### config.mk
export PLATFORM = sky130hd
export DESIGN_NAME = cdc_event_queue
export DESIGN_NICKNAME = d
export VERILOG_FILES = /design/src/rtl/cdc_event_queue_pkg.sv /design/src/rtl/cdc_event_queue_sat.sv /design/src/rtl/cdc_event_queue.sv
export SDC_FILE = /design/constraint.sdc
export NUM_CORES = 1
export LEC_CHECK = 0
export BUFFER_PORTS_ARGS = -buffer_cell sky130_fd_sc_hd__buf_4
export CAP_MARGIN = 10
export CORE_ASPECT_RATIO = 0.7
export CORE_MARGIN = 2
export CORE_UTILIZATION = 53
export DETAILED_ROUTE_END_ITERATION = 8
export GPL_ROUTABILITY_DRIVEN = 0
export HOLD_SLACK_MARGIN = 0.05
export PLACE_DENSITY = 0.78
export SETUP_SLACK_MARGIN = 0.15
export SYNTH_ARGS = -nofsm -noshare
export SYNTH_HDL_FRONTEND = slang
export SYNTH_HIERARCHICAL = 1
export SYNTH_SLANG_ARGS = --single-unit
export TNS_END_PERCENT = 30
### constraint.sdc
create_clock -name clk_i -period 3.8 [get_ports clk_i]
set_clock_uncertainty 0.1 [all_clocks]
set_input_delay 0.57 -clock clk_i [delete_from_list [all_inputs] [get_ports clk_i]]
set_output_delay 0.57 -clock clk_i [all_outputs]
set_load 0.02 [all_outputs]
### src/rtl/cdc_event_queue_pkg.sv
// Shared types and constants for the cdc_event_queue block.
package cdc_event_queue_pkg;

    typedef enum logic [1:0] {
        IDLE  = 2'd0,
        ISSUE = 2'd1,
        WAIT  = 2'd2
    } state_e;

    // WAIT exits after this many consecutive cycles with ready high.
    localparam int          WAIT_TIMEOUT = 4;
    localparam logic [1:0]  WAIT_LAST    = 2'(WAIT_TIMEOUT - 1);

endpackage

### src/rtl/cdc_event_queue_sat.sv
// Saturating up/down counter: a simultaneous inc+dec at saturation is accepted,
// an inc with no dec at saturation is dropped and reported on drop_o.
module sat_counter #(
    parameter int W = 8
) (
    input  logic         clk_i,
    input  logic         rst_i,
    input  logic         inc_i,
    input  logic         dec_i,
    input  logic         clear_i,
    output logic [W-1:0] cnt_o,
    output logic         sat_o,
    output logic         drop_o
);

    logic [W-1:0] cnt_q, cnt_d;
    logic         accept;

    assign sat_o  = &cnt_q;
    assign accept = inc_i && (!sat_o || dec_i);
    assign drop_o = inc_i && !accept && !clear_i;
    assign cnt_o  = cnt_q;

    always_comb begin
        cnt_d = cnt_q;
        if (clear_i)
            cnt_d = '0;
        else if (accept && !dec_i)
            cnt_d = cnt_q + 1'b1;
        else if (dec_i && !accept && cnt_q != '0)
            cnt_d = cnt_q - 1'b1;
    end

    always_ff @(posedge clk_i or negedge rst_i) begin
        if (!rst_i) cnt_q <= '0;
        else        cnt_q <= cnt_d;
    end

endmodule

### src/rtl/cdc_event_queue.sv
// Source-side event accumulator feeding a CDC event buffer; replays pending
// events as single-cycle requests. Optional drop counter: CDC_EVENT_QUEUE_DROPCNT_EN.
module cdc_event_queue
    import cdc_event_queue_pkg::*;
#(
    parameter int CNT_W = 8
) (
    input  logic             clk_i,
    input  logic             rst_i,
    input  logic             event_i,
    input  logic             clear_i,
    output logic             req_o,
    input  logic             ready_i,
    output logic [CNT_W-1:0] pending_o,
    output logic             overflow_o,
    output logic [CNT_W-1:0] dropCnt_o
);

    state_e     state_q, state_d;
    logic [1:0] run_q, run_d;
    logic       req_q, req_d;
    logic       ovf_q, ovf_d;
    logic       start;
    logic       pend_sat, pend_drop;

    assign start = (state_q == IDLE) && ready_i && (pending_o != '0) && !clear_i;

    sat_counter #(.W(CNT_W)) u_pending (
        .clk_i   (clk_i),
        .rst_i   (rst_i),
        .inc_i   (event_i),
        .dec_i   (start),
        .clear_i (clear_i),
        .cnt_o   (pending_o),
        .sat_o   (pend_sat),
        .drop_o  (pend_drop)
    );

    always_comb begin
        state_d = state_q;
        run_d   = run_q;
        req_d   = 1'b0;
        case (state_q)
            IDLE: if (start) begin
                state_d = ISSUE;
                req_d   = 1'b1;
            end
            ISSUE: begin
                state_d = WAIT;
                run_d   = '0;
            end
            // Leave on any low ready, or after a full run of high ready in
            // case the crossing's ready dip was too short for us to see.
            WAIT: begin
                if (!ready_i || run_q == WAIT_LAST) state_d = IDLE;
                else                                run_d   = run_q + 1'b1;
            end
            default: state_d = IDLE;
        endcase
        if (clear_i) begin
            state_d = IDLE;
            req_d   = 1'b0;
        end
    end

    assign ovf_d = clear_i ? 1'b0 : (ovf_q | pend_drop);

    always_ff @(posedge clk_i or negedge rst_i) begin
        if (!rst_i) begin
            state_q <= IDLE;
            run_q   <= '0;
            req_q   <= 1'b0;
            ovf_q   <= 1'b0;
        end else begin
            state_q <= state_d;
            run_q   <= run_d;
            req_q   <= req_d;
            ovf_q   <= ovf_d;
        end
    end

    assign req_o      = req_q;
    assign overflow_o = ovf_q;

`ifdef CDC_EVENT_QUEUE_DROPCNT_EN
    logic drop_sat, drop_drop;

    sat_counter #(.W(CNT_W)) u_dropcnt (
        .clk_i   (clk_i),
        .rst_i   (rst_i),
        .inc_i   (pend_drop),
        .dec_i   (1'b0),
        .clear_i (clear_i),
        .cnt_o   (dropCnt_o),
        .sat_o   (drop_sat),
        .drop_o  (drop_drop)
    );

    logic unused_ok;
    assign unused_ok = &{1'b0, pend_sat, drop_sat, drop_drop};
`else
    assign dropCnt_o = '0;

    logic unused_ok;
    assign unused_ok = &{1'b0, pend_sat};
`endif

endmodule
==> results.md <==
- Worst-path fanout max: 7
- Core area: roughly 1800 sq um
- WL/cell: 15.2 microns
- Comb power frac: 0.560
- Critical Path Start Type: register
- Total track usage: 0.220
- Fmax: approximately 290 MHz
- Via density: about 5.9
- Detailed Place HPWL: around 1.7 mm
- RSZ-0062 raised after global routing: false
- Die X: about 57 microns
- Cell Rows: 13
- Die Ht: 40.9 microns
- Remaining DRCs: 0
- Final Slew Violations: 0
- Root buf cell: clkbuf_4
- Data arrival, critical path: 3470 ps
- Overall Power: about 780 uW
- Post-Syn Area: slightly above 1000 sq um
- Worst-Skew Late Latency: roughly 270 ps
- Final setup TNS: 0 ps
- MaxCap Viol Count: 0
- Crit path buf inv count: 0
- DR vias: approximately 850
- Final WL: roughly 2.2 mm
- Max-slew headroom: 0.613
- Share of layout cells above drive strength 1: 0.205
- Layout overhead on the synthesized area: 11.9%
- # setup viols final: 0
- CP Capture Type: register
- ANT cells: 0
- Drt initial violations: 42
- First-pass GRT wire length: roughly 3.7 mm
- Clock buffer count from CTS: 3
- Tcrit/Tclk final: 0.895
- IO buf count: 14
- Die area: roughly 2300 sq um
- Worst vdd ir: between 0.4 and 0.5 mV
- Detailed Routing Iterations Pass 1: 4
- Initial Util: 0.560
- Crit path required time: slightly below 4000 ps
- Leakage: between 0.5 and 0.6 nW
- Cell Count, Final, Fillers Out: about 140
- Clk pin slew, worst setup/hold paths: approximately 80 ps
- Yosys warning total: 6
- Tmin final: ~3400 ps
- Nets@finish: ~140
- Net Switching: around 350 uW
- Delay of the slowest critical-path stage: about 520 ps
- Clock power share: 0.104
- Crit path max-delay family: simple AND/OR/NAND/NOR gates
- Vias in the first global route: 755
- Placed cells: between 100 and 150
- Final hold vios: 0
- Worst min-delay path class: register to register
- CP max stage cell: nor4_1
- Syn Inst Count: about 110
- Grt total ovfl: 0
- # IOs: 23
- WS Path Type: register to register
- PwrDens: 675 nW/um^2
- Sequential Power Share: 0.336
- Int Power: 429 uW
- Status: completed
- Sw frac: 0.447
- Worst-Margin Slew: ~580 ps
- CTS sink cnt: 14
- Number of setup buffers added after CTS: 0
- Largest net degree at the start of global routing: 15
- Initial antenna violation count: 0
- Mean area per synthesized cell: 9.61 sq um
- Htree depth: 1
- Critical path, cell by cell: nor4_1 -> a21oi_1 -> nor2b_2 -> nand2_4 -> ha_1 -> nor2b_1 -> o31a_1 -> o21a_1 -> or3_1 -> a32o_1
- Clock buffer depth: 2
- ANT nets after route: 0
- CTS tree: done
[timing repair]
action / CTS / global route
resized for setup: 0 / 1
endpoints found under the setup margin: 0 / 2
hold endpoints to repair: 14 / 0
hold buffers: 1 / 0
[cell usage in the layout, fill, tap and decap left out, types with 3 or more instances in the layout]
cell,instances
nor4_1,4
buf_4,14
conb_1,8
o21a_1,3
a21o_1,3
ha_1,7
inv_1,4
clkbuf_4,3
nor2_1,6
nand2_1,4
nand2b_1,3
o31ai_1,3
a21oi_1,7
dfrtp_1,14
[power by group through the flow]
| stage | sequential [mW] | clock (mW) | combinational, mW |
|---|---|---|---|
| after detailed placement | 0.263 | 0 | 0.427 |
| after CTS | 0.260 | 0.0837 | 0.431 |
| after global placement | 0.261 | 0 | 0.413 |
| final | 0.261 | 0.0806 | 0.435 |
| after global routing | 0.272 | 0.0939 | 0.477 |
| after floorplan | 0.289 | 0 | 0.278 |
[per-stage QoR]
step	area, sq um	util	setup slack (ps)	hold slack (ps)
2_1_floorplan	1050	-	581	174
3_3_place_gp	1120	0.607	394	325
3_5_place_dp	1120	0.607	287	329
4_1_cts	1150	0.625	285	419
5_1_grt	1150	0.626	221	444
6_report	1150	0.626	399	419
[state kept, by name, indices dropped and copies added, names as in the netlist]
signal / count
overflow_o: 1
run_q: 2
u_pending/cnt_o: 8
req_o: 1
state_q: 2
[worst reg2reg max path: stages, from the launching register on]
cell,delay [ps]
dfrtp_1,450
nor4_1,520
a21oi_1,220
nor2b_2,330
nand2_4,140
ha_1,350
nor2b_1,180
o31a_1,260
o21a_1,180
or3_1,300
a32o_1,260
[final cells by class]
type,count,area (sq um)
fillers,154,687
inverters,5,18.8
clock buffers,3,22.5
well taps,22,27.5
repair buffers,15,115
multi-input cells,85,617
flip-flops and latches,14,350
[metal layers]
metal / share of wire / wire length [microns] / GRT usage
met3: 0.075 / 165 / 0.0662
met1: 0.49 / 1070 / 0.295
met4: 0 / 0 / 0.0357
met2: 0.44 / 959 / 0.366
met5: 0 / 0 / 0
[path summary, 6_finish.rpt]
path                                                 from                              to  slack (ps)  cells after the start
max                        u_pending/cnt_o[4]$_DFFE_PN0P_  u_pending/cnt_o[6]$_DFFE_PN0P_         400                     10
min                                  overflow_o$_DFF_PN0_            overflow_o$_DFF_PN0_         420                      2
max reg2reg                u_pending/cnt_o[4]$_DFFE_PN0P_  u_pending/cnt_o[6]$_DFFE_PN0P_         400                     10
min reg2reg                          overflow_o$_DFF_PN0_            overflow_o$_DFF_PN0_         420                      2
max in group asynchronous                           rst_i  u_pending/cnt_o[2]$_DFFE_PN0P_        2860                      2
min in group asynchronous                           rst_i                 req_o$_DFF_PN0_         580                      2
Power figures use the tool's default switching activity.
